<file path="config.mk">
export PLATFORM = sky130hd
export DESIGN_NAME = sif_wbus_bridge
export DESIGN_NICKNAME = d
export VERILOG_FILES = /design/src/rtl/sif_wbus_bridge.sv
export SDC_FILE = /design/constraint.sdc
export NUM_CORES = 1
export LEC_CHECK = 0
export BUFFER_PORTS_ARGS = -buffer_cell sky130_fd_sc_hd__buf_2
export CAP_MARGIN = 25
export CORE_MARGIN = 8
export CORE_UTILIZATION = 35
export CTS_BUF_LIST = sky130_fd_sc_hd__clkbuf_8
export DETAILED_ROUTE_END_ITERATION = 6
export GPL_TIMING_DRIVEN = 0
export PLACE_DENSITY = 0.58
export RECOVER_POWER = 100
export SYNTH_ARGS = -nofsm -noshare
export SYNTH_HDL_FRONTEND = slang
export SYNTH_SLANG_ARGS = --single-unit
</file>
<file path="constraint.sdc">
create_clock -name clk -period 13 [get_ports clk]
set_input_delay 3.25 -clock clk [delete_from_list [all_inputs] [get_ports clk]]
set_output_delay 3.25 -clock clk [all_outputs]
set_load 0.01 [all_outputs]
</file>
<file path="src/rtl/sif_wbus_bridge.sv">
// xbus-slave to wbus-master bridge: posted writes queue in a FIFO and drain onto wbus
// through a valid/ready output register; shadow registers and a status word serve xbus reads.
module sif_wbus_bridge #(
  parameter int ADDR_W = 16,
  parameter int DATA_W = 16,
  parameter int DEPTH = 8,
  parameter int SHADOW_N = 16,
  parameter logic [ADDR_W-1:0] STATUS_ADDR = '1
) (
  input  logic              clk,
  input  logic              rst,
  input  logic [ADDR_W-1:0] xa_addr,
  input  logic [DATA_W-1:0] xa_data_wr,
  input  logic              xa_wr_s,
  input  logic              xa_rd_s,
  output logic [DATA_W-1:0] xa_data_rd,
  output logic              xa_busy,
  output logic [ADDR_W-1:0] wa_addr,
  output logic [DATA_W-1:0] wa_data_wr,
  output logic              wa_wr_s,
  input  logic              wa_ready
);

  localparam int PTR_W = $clog2(DEPTH);
  localparam int CNT_W = PTR_W + 1;
  localparam int SH_W = $clog2(SHADOW_N);
  localparam logic [CNT_W-1:0] FULL_CNT = CNT_W'(DEPTH);
  localparam logic [ADDR_W-1:0] SHADOW_LIM = ADDR_W'(SHADOW_N);

  typedef enum logic {ST_IDLE, ST_VALID} state_t;

  state_t state_q, state_d;
  logic [PTR_W-1:0] wr_ptr_q, wr_ptr_d, rd_ptr_q, rd_ptr_d;
  logic [CNT_W-1:0] count_q, count_d;
  logic ovf_q, ovf_d;
  logic [6:0] drop_cnt_q, drop_cnt_d;
  logic [DATA_W-1:0] xa_data_rd_q, xa_data_rd_d;
  logic xa_busy_q, xa_busy_d;
  logic [ADDR_W-1:0] wa_addr_q, wa_addr_d;
  logic [DATA_W-1:0] wa_data_q, wa_data_d;
  logic [DATA_W-1:0] shadow_q [SHADOW_N];
  logic [DATA_W-1:0] shadow_d [SHADOW_N];
  logic [ADDR_W+DATA_W-1:0] fifo_mem_q [DEPTH];

  logic is_status, in_shadow, fifo_empty, fifo_full;
  logic push, pop, drop, clr;
  logic [15:0] status_word;
  logic [SH_W-1:0] sh_idx;

  always_comb begin
    is_status   = (xa_addr == STATUS_ADDR);
    in_shadow   = (xa_addr < SHADOW_LIM);
    sh_idx      = xa_addr[SH_W-1:0];
    fifo_empty  = (count_q == '0);
    fifo_full   = (count_q == FULL_CNT);
    // The output register can take the head whenever it is empty or handing off this edge.
    pop         = !fifo_empty && ((state_q == ST_IDLE) || wa_ready);
    push        = xa_wr_s && !is_status && (!fifo_full || pop);
    drop        = xa_wr_s && !is_status && fifo_full && !pop;
    clr         = xa_wr_s && is_status && xa_data_wr[0];
    status_word = {ovf_q, drop_cnt_q, 8'(count_q)};
  end

  always_comb begin
    wr_ptr_d = push ? wr_ptr_q + PTR_W'(1) : wr_ptr_q;
    rd_ptr_d = pop ? rd_ptr_q + PTR_W'(1) : rd_ptr_q;
    count_d  = count_q;
    case ({push, pop})
      2'b10:   count_d = count_q + CNT_W'(1);
      2'b01:   count_d = count_q - CNT_W'(1);
      default: count_d = count_q;
    endcase
    xa_busy_d = (count_d == FULL_CNT);
  end

  // Status clear takes priority over a same-edge overflow.
  always_comb begin
    ovf_d      = ovf_q;
    drop_cnt_d = drop_cnt_q;
    if (clr) begin
      ovf_d      = 1'b0;
      drop_cnt_d = '0;
    end else if (drop) begin
      ovf_d = 1'b1;
      if (drop_cnt_q != 7'h7F) drop_cnt_d = drop_cnt_q + 7'd1;
    end
  end

  always_comb begin
    xa_data_rd_d = xa_data_rd_q;
    if (xa_rd_s) begin
      if (in_shadow)      xa_data_rd_d = shadow_q[sh_idx];
      else if (is_status) xa_data_rd_d = DATA_W'(status_word);
      else                xa_data_rd_d = '0;
    end
  end

  always_comb begin
    shadow_d = shadow_q;
    if (xa_wr_s && in_shadow) shadow_d[sh_idx] = xa_data_wr;
  end

  always_comb begin
    state_d   = state_q;
    wa_addr_d = wa_addr_q;
    wa_data_d = wa_data_q;
    if (pop) begin
      {wa_addr_d, wa_data_d} = fifo_mem_q[rd_ptr_q];
      state_d = ST_VALID;
    end else if ((state_q == ST_VALID) && wa_ready) begin
      state_d = ST_IDLE;
    end
  end

  always_ff @(posedge clk) begin
    if (push) fifo_mem_q[wr_ptr_q] <= {xa_addr, xa_data_wr};
  end

  for (genvar gi = 0; gi < SHADOW_N; gi++) begin : g_shadow
    always_ff @(posedge clk or posedge rst) begin
      if (rst) shadow_q[gi] <= '0;
      else     shadow_q[gi] <= shadow_d[gi];
    end
  end

  always_ff @(posedge clk or posedge rst) begin
    if (rst) begin
      state_q      <= ST_IDLE;
      wr_ptr_q     <= '0;
      rd_ptr_q     <= '0;
      count_q      <= '0;
      ovf_q        <= 1'b0;
      drop_cnt_q   <= '0;
      xa_data_rd_q <= '0;
      xa_busy_q    <= 1'b0;
      wa_addr_q    <= '0;
      wa_data_q    <= '0;
    end else begin
      state_q      <= state_d;
      wr_ptr_q     <= wr_ptr_d;
      rd_ptr_q     <= rd_ptr_d;
      count_q      <= count_d;
      ovf_q        <= ovf_d;
      drop_cnt_q   <= drop_cnt_d;
      xa_data_rd_q <= xa_data_rd_d;
      xa_busy_q    <= xa_busy_d;
      wa_addr_q    <= wa_addr_d;
      wa_data_q    <= wa_data_d;
    end
  end

  assign xa_data_rd = xa_data_rd_q;
  assign xa_busy    = xa_busy_q;
  assign wa_addr    = wa_addr_q;
  assign wa_data_wr = wa_data_q;
  assign wa_wr_s    = (state_q == ST_VALID);

endmodule

</file>
# Word level (Yosys, flattened, before mapping)

Memory sizes are Yosys's and may differ from the RTL's. A register that Yosys moved wholly into a read port is not among the register bits.
Cells that the tools add are included.

Add/sub/neg operators: 5
Multipliers: 0
Divide/modulo/power cells: 0
Order comparisons: 3
Eq/ne operators: 6
Shifts and indexed selects: 0
Mux-type cells: 18
Bitwise gates (word level): 2
Reductions and logical operators: 21

Operators with widths:

| operator                                                              | count |
|---|---|
| 256-bit bitwise mux                                                   | 1 |
| 16-bit 2-to-1 mux                                                     | 5 |
| 16-bit binary-select mux with 4-bit select                            | 1 |
| 16-bit demux with 4-bit select                                        | 1 |
| 7-bit 2-to-1 mux                                                      | 3 |
| 16-bit == test, second input constant                                 | 1 |
| 16-bit by 5-bit < comparator with 1-bit output, second input constant | 1 |
| 1-bit logical AND                                                     | 10 |
| 4-bit == test, second input constant                                  | 2 |
| 4-bit case mux with 2 select lines                                    | 1 |
| 7-bit by 1-bit adder with 7-bit output, second input constant         | 1 |
| 7-bit != test, second input constant                                  | 1 |
| 3-bit by 1-bit adder with 3-bit output, second input constant         | 2 |
| 1-bit 2-to-1 mux                                                      | 6 |
| 2-bit nonzero test                                                    | 3 |
| 5-bit greater-or-equal comparator, second input constant              | 1 |
| 5-bit by 1-bit < comparator with 1-bit output, second input constant  | 1 |
| 4-bit inverter with 5-bit output                                      | 1 |
| 4-bit by 1-bit adder with 4-bit output, second input constant         | 1 |
| 1-bit logical NOT                                                     | 4 |
| 4-bit logical NOT                                                     | 1 |
| 4-bit by 1-bit subtractor with 4-bit output, second input constant    | 1 |
| 2-bit by 1-bit == test with 1-bit output, second input constant       | 1 |
| 2-bit == test, second input constant                                  | 1 |
| 3 further kinds                                                       | 4 |

Bits in registers: 292
Latch bits: 0
Memory bits (writable): 256
Bits in read-only memories: 0
Input port bits: 37
Output and inout bits: 50
Logic and storage cells: 80
Memories: 1

Memory list:

| name       | words | width | rd ports | clocked after memory_dff | write ports | RTL line | text |
|---|---|---|---|---|---|---|---|
| fifo_mem_q | 8     | 32    | 1        | 1                        | 1           | 43       | `logic [ADDR_W+DATA_W-1:0] fifo_mem_q [DEPTH];` |

# Logic depth before layout (Yosys ltp)

Gate-level depths: netlist (run 1).

Depth in word-level cells: 8
Mapped depth: 12
Mapped depth without buffers: 10

# Worst setup path after synthesis (run 1)

No wires, ideal clock.

Kind: input to register
Start: input port xa_addr[2]
End: memory fifo_mem_q[0][0] (netlist name) (enable)
Library setup time: 0.502 ns
Arrival time: 7.076 ns
Required time: 12.498 ns
Slack: 5.422 ns
Stages on the path: 5
Path buffers: 1
Path through: buf_2 -> nand4_1 -> o41a_1 -> nand2_1 -> nor4_1

Cells in the longest elaborated chain, start to end: 6

RTL lines:

| what                                   | RTL line | text |
|---|---|---|
| start: declaration                     | 12       | `input logic [ADDR_W-1:0] xa_addr,` |
| 16-bit == test                         | 51       | `is_status = (xa_addr == STATUS_ADDR);` |
| 1-bit logical NOT                      | 58       | `push = xa_wr_s && !is_status && (!fifo_full \|\| pop);` |
| 1-bit logical AND (2 in series)        | 58       |  |
| 1-bit 2-to-1 mux                       | 116      | `if (push) fifo_mem_q[wr_ptr_q] <= {xa_addr, xa_data_wr};` |
| 1-bit 2-to-1 mux (not written as such) | 116      |  |
| end: declaration                       | 43       |  |

Every way passes these cells.

# Final worst setup path (run 1)

Start: input port xa_addr[12]
End: register shadow_q[84] (netlist name)

Cells in the longest elaborated chain, start to end: 2

RTL lines:

| what                                           | RTL line | text |
|---|---|---|
| 16-bit by 5-bit < comparator with 1-bit output | 52       | `in_shadow = (xa_addr < SHADOW_LIM);` |
| 1-bit logical AND                              | 100      | `if (xa_wr_s && in_shadow) shadow_d[sh_idx] = xa_data_wr;` |
| end signal: indexed assignment                 | 122      | `else shadow_q[gi] <= shadow_d[gi];` |
| end: declaration                               | 41       | `logic [DATA_W-1:0] shadow_q [SHADOW_N];` |

Every way passes these cells.
A chain may end at the register's enable or synchronous reset.

==> run_results.csv, run 1 <==
group,metric,value,unit
route,vias_per_cell,5.12,
timing,worst_pin_slew,5.28,ns
power_and_ir_drop,max-vdd-ir-drop,0.0724,mV
setup_path,end_kind,"flip-flop",
timing,relSlewSlack,-254,%
floorplan,start_util,35.4,%
grt,grt_overflow,0,
timing,final_hold_viol_count,0,
route,remaining_drc_errors,0,
floorplan,dieArea,78000,um^2
yosys,netlist_instances,1375,
yosys,avgSynthCellArea,17.7,um^2
yosys,ys_ff_latch,580,
timing,setup_viol_count_final,0,
grt,antenna_found_initial,2,
final_layout,nFillCells,6322,
route,routedWlPerCell,23.4,um
yosys,synth_most_common_cell,"dfrtp_1",
setup_path,start_kind,"input port",
route,drtPass1Iterations,5,
timing,rsz0062_at_grt,"no",
yosys,ys_async_sr_fraction,55.9,%
floorplan,core.rowCount,96,
yosys,synthMuxAreaShare,26.9,%
yosys,seq_area_frac_synth,65.1,%
timing,fin_crit_sh,57.0,%
final_layout,regArea,15800,um^2
yosys,yosys.area.top_type_share,33.4,%
timing,timing.final.crit_period,7.41,ns
timing,max_freq,0.135,GHz
timing,fin_worst_skew,0.0343,ns
final_layout,drive_gt1_share,33.0,%
route,drt_iter0_drc,1001,
placed_design,place_congestion,0.767,
floorplan,ios,87,
yosys,synth_edf_count,256,
final_layout,multi_input_area,7920,um^2
clock_network,clock_latency,0.70,ns
final_layout,post_layout_nonfiller_instances,2604,
route,wl,61.0,mm
placed_design,dpl_cell_area,26300,um^2
final_layout,utilization,40.6,%
setup_path,required,13.55,ns
yosys,synth_fa_ha_area_share,0.309,%
clock_network,hold_buffers,0,
final_layout,fin_area,27900,um^2
yosys,ys.flop_type,"dfrtp_1",
clock_network,numCtsBuffers,98,
grt,grt_max_degree,126,
final_layout,nNetsFinal,1632,
yosys,synth_top_area_cell,"dfrtp_1",
power_and_ir_drop,p_per_area,172,nW/um^2
yosys,synth_common_cells,"dfrtp_1 (324), edfxtp_1 (256), mux2_2 (252), mux4_2 (128), mux2i_1 (69)",
grt,grt_pass1_vias,14400,
placed_design,io_buffers,85,
timing,drv_slew,210,
clock_network,cts_tree,"done",
clock_network,cts-root-buf,"clkbuf_8",
grt,grtUsageTotal,15.7,%
yosys,synth_xor_area_share,0.289,%
placed_design,dp_hpwl,41.0,mm
hold_path,hold_class,"reg -> reg",
route,num_vias,13300,
clock_network,cts-htree-levels,3,
yosys,yosys_warnings,0,
final_layout,syn2layout_area_growth,14.8,%
yosys,ys_top_cells_by_area,"dfrtp_1 (33%), edfxtp_1 (32%), mux4_2 (12%), mux2_2 (12%), mux2i_1 (2.8%)",
setup_path,arrival,7.96,ns
yosys,ys_types,49,
power_and_ir_drop,power_leakage,11.3,nW
grt,grt_pass1_wl,92.6,mm
clock_network,post_cts_resized,0,
clock_network,cts_max_path_buffers,3,
yosys,synth_compound_area_share,2.27,%
yosys,yosys.area_share.simple,3.26,%
yosys,synth_top_family_by_area,"multiplexers",
yosys,synth_area,24300,um^2
setup_path,cp_max_fo,10,
outcome,violations,"capacitance limit, slew limit",
flow_run,cap_violations,8,
setup_path,critPathKind,"in -> reg",
floorplan,die_w,279,um
floorplan,coreArea,68600,um^2
placed_design,placedCellCount,2418,
floorplan,fp.dieH,279,um
yosys,syn_nets,1418,
clock_network,cts.clk_slew.worst_paths,0.05,ns
outcome,status,"finished, violations left",
clock_network,cts_setup_buffers,0,
route,postRouteAntennaNets,0,
clock_network,cts_sinks,580,
==> final cells by class <==
cell class / count / area share [%]
Antenna cell: 2 / 0.0180
Timing Repair Buffer: 114 / 1.79
Clock inverter: 57 / 1.18
Clock buffer: 125 / 6.18
Inverter: 19 / 0.260
Buffer: 88 / 1.26
Tap cell: 931 / 4.18
Multi-Input combinational cell: 688 / 28.4
Sequential cell: 580 / 56.7
==> per-stage QoR <==
| stage | setup TNS, ns | setup slack (ns) | power (mW) | hold WS (ns) |
|---|---|---|---|---|
| floorplan | 0 | 0.780 | 2.85 | 0.452 |
| global placement | -960.64 | -3.02 | 3.18 | 0.462 |
| detailed placement | 0 | 6.01 | 3.24 | 0.476 |
| CTS | 0 | 6.77 | 4.92 | 0.489 |
| global route | 0 | 5.43 | 5.02 | 0.502 |
| finish | 0 | 5.59 | 4.79 | 0.484 |
==> cells in the final DEF, fill, tap and decap left out, types with 20 or more instances in the layout <==
cell type  netlist  layout
a21oi_1         35      35
buf_2           29      20
clkbuf_1        46     170
clkbuf_8         0     125
dfrtp_1        324     324
edfxtp_1       256     256
inv_1           19      52
mux2_2         252     251
mux2i_1         69      69
mux4_2         128     128
nor2_1          40      52
==> metal layers <==
layer,share of wire [%],track usage (%)
met1,45,21.2
met2,49,25.6
met3,5.0,3.48
met4,1.8,4.17
met5,0.018,0
==> kinds of logic (layout without fill, tap and decap cells) <==
group | count (synthesis) | in the layout
adders and majority gates | 6 | 6
xor gates and xnor gates | 8 | 8
and+or+nand+nor | 131 | 131
other | 0 | 2
AOI/OAI and AO/OA | 83 | 83
buffers and inverters | 107 | 403
muxes | 460 | 460
DFF | 580 | 580
==> state kept, by name, indices dropped and copies added (netlist names) <==
signal / count
xa_busy: 1
fifo_mem_q: 256
drop_cnt_q: 7
xa_data_rd: 16
wr_ptr_q: 3
wa_data_wr: 16
ovf_q: 1
shadow_q: 256
wa_wr_s: 1
count_q: 4
wa_addr: 16
rd_ptr_q: 3
==> path summary, 6_finish.rpt <==
path / start / to / slack, ns / cells past startpoint
max: xa_addr[12] / shadow_q[84] / 5.59 / 6
min: shadow_q[29] / shadow_q[29] / 0.48 / 1
max reg2reg: count_q[1] / xa_busy / 8.65 / 12
min reg2reg: shadow_q[29] / shadow_q[29] / 0.48 / 1
max in group asynchronous: rst / wa_data_wr[7] / 6.41 / 4
min in group asynchronous: rst / shadow_q[93] / 4.23 / 2
==> critical path: stages <==
cell	delay, ns
clkbuf_1	0.20
nor4_1	1.17
nand3_1	0.39
nor4b_1	1.77
clkbuf_1	0.77
mux2_1	0.38
==> power by group <==
group	internal (mW)	switching, mW
logic	0.380	0.544
registers	2.12	0.0842
clock network	0.909	0.750
Power figures use the tool's default switching activity.
==> run 2: changes to the inputs <==
Clock period 13 ns to 7.28 ns, I/O delays scaled along.
==> run 2 against run 1 <==
Compared with the run above:
- the flow still finishes with violations (capacitance limit, slew limit)
- flip-flop and latch count unchanged
- via count rose by 0.26%
- count of clock-buffer cells in the layout shrank 7
- hold slack improved by 0.0035 ns
- critical path depth did not move
- utilization is 0.19 points lower
- sequential share of layout area is 0.26 points higher
- clock power increased by 66%
- largest power group unchanged
- highest routed layer unchanged
==> run_results.csv, run 2 (synthesis results as in run 1) <==
group,metric,value,unit
timing,worst_slack,1.15,ns
floorplan,die_w,279,um
timing,relSlewSlack,-59.5,%
placed_design,place_congestion,0.744,
placed_design,dpl_cell_area,26400,um^2
grt,grt_pass1_vias,14400,
power_and_ir_drop,power_leakage,11.3,nW
clock_network,cts_max_path_buffers,3,
grt,grt_overflow,0,
final_layout,final_common_cell,"dfrtp_1",
placed_design,preCtsSetupSlack,1.61,ns
final_layout,nNetsFinal,1634,
setup_path,end_kind,"flip-flop",
timing,fin_crit_sh,84.2,%
grt,grt_pass1_wl,92.4,mm
clock_network,cts-htree-levels,3,
hold_path,min_from,"shadow_q[84]",
timing,setup_viol_count_final,0,
final_layout,drive_gt1_share,32.3,%
grt,antenna_found_initial,2,
floorplan,core.rowCount,96,
grt,grtUsageTotal,15.7,%
timing,timing.final.crit_period,6.13,ns
clock_network,hold_buffers,0,
timing,hold_ws,0.487,ns
floorplan,coreArea,68600,um^2
outcome,violations,"capacitance limit, slew limit",
clock_network,cts_setup_buffers,0,
route,wl,60.9,mm
setup_path,worst-r2r-cell-count,13,
clock_network,clock_latency,0.68,ns
floorplan,fp.dieH,279,um
floorplan,start_util,35.4,%
final_layout,syn2layout_area_growth,14.2,%
route,vias_per_cell,5.14,
placed_design,dp_hpwl,41.7,mm
clock_network,post_cts_resized,0,
timing,fin_worst_skew,0.0347,ns
setup_path,cp_max_fo,10,
timing,drv_slew,208,
clock_network,cts_sinks,580,
flow_run,cap_violations,12,
final_layout,mostFrequentLayoutCells,"dfrtp_1 (324), edfxtp_1 (256), mux2_2 (252)",
clock_network,cts.clk_slew.worst_paths,0.05,ns
timing,final_hold_viol_count,0,
placed_design,io_buffers,85,
grt,grt_max_degree,44,
timing,max_freq,0.163,GHz
timing,worst_pin_slew,2.39,ns
route,routedWlPerCell,23.4,um
setup_path,timing.rr.start,"count_q[1]",
setup_path,arrival,6.67,ns
route,drt_iter0_drc,1002,
outcome,status,"finished, violations left",
route,postRouteAntennaNets,0,
power_and_ir_drop,p_per_area,300,nW/um^2
setup_path,required,7.82,ns
hold_path,hold_class,"reg -> reg",
setup_path,cp-startpoint,"xa_addr[8]",
floorplan,ios,87,
floorplan,dieArea,78000,um^2
route,drtPass1Iterations,5,
final_layout,biggestRegsByFlops,"fifo_mem_q (256), shadow_q (256)",
route,num_vias,13400,
power_and_ir_drop,max-vdd-ir-drop,0.110,mV
setup_path,critPathKind,"in -> reg",
route,remaining_drc_errors,0,
clock_network,cts_tree,"done",
clock_network,cts-root-buf,"clkbuf_8",
final_layout,fin_area,27700,um^2
timing,rsz0062_at_grt,"no",
hold_path,min_path_cells,1,
clock_network,numCtsBuffers,96,
setup_path,start_kind,"input port",
==> run 2: cell count changes in the layout (fill, tap and decap cells not counted), sizes merged <==
cell and delta:
clkbuf -7, buf +4, bufinv -2, inv +2, clkinv -1, clkinvlp -1
==> run 2: critical path: stages <==
cell and delay [ns]:
clkbuf_1 0.22, nor4_1 1.25, nand3_1 0.43, nor4b_1 1.81, clkbuf_1 0.73, mux2_1 0.39
==> run 2: area by class of cell <==
cell class | count | area (um^2)
antenna | 2 | 5.00
buffer | 88 | 352
clock buffer | 118 | 1620
clock inverter | 55 | 240
fill | 6270 | 40900
inverter | 19 | 72.6
multi-input combinational | 688 | 7920
sequential | 580 | 15800
tap | 931 | 1160
timing repair buffer | 118 | 557
==> run 2: final timing paths <==
check                                      to  slack (ns)
worst max-delay path             shadow_q[86]        1.15
worst min-delay path             shadow_q[84]        0.49
worst max register to register        xa_busy        2.80
worst min register to register   shadow_q[84]        0.49
max in group asynchronous       wa_data_wr[7]        2.58
min in group asynchronous        shadow_q[13]        1.56
==> run 2: per-layer routing <==
layer	vias to the layer above	wire, um	part of all wire [%]	global-route usage (%)
met5	-	14	0.023	0
met4	2	1230	2.0	4.37
met3	91	3130	5.1	3.54
met2	328	29400	48	25.6
met1	7140	27100	45	20.9
li1	5793	-	-	-
==> run 2: per-stage QoR <==
step                      util, %  total power, mW  std cells  TNS [ns]
after CTS                    41.2             8.56       2596         0
final                        40.4             8.33       2599         0
after floorplan                 -             5.08       1375         0
after global placement       37.7             5.68       2391   -424.13
after detailed placement     38.4             5.79       2423         0
after global routing         40.4             8.77       2599         0
==> run 2: power breakdown <==
part / internal (mW) / leakage (nW) / switching (mW)
Sequential: 3.79 / 6.73 / 0.139
Clock: 1.46 / 1.09 / 1.29
Combinational: 0.682 / 3.44 / 0.974
Total: 5.93 / 11.3 / 2.40
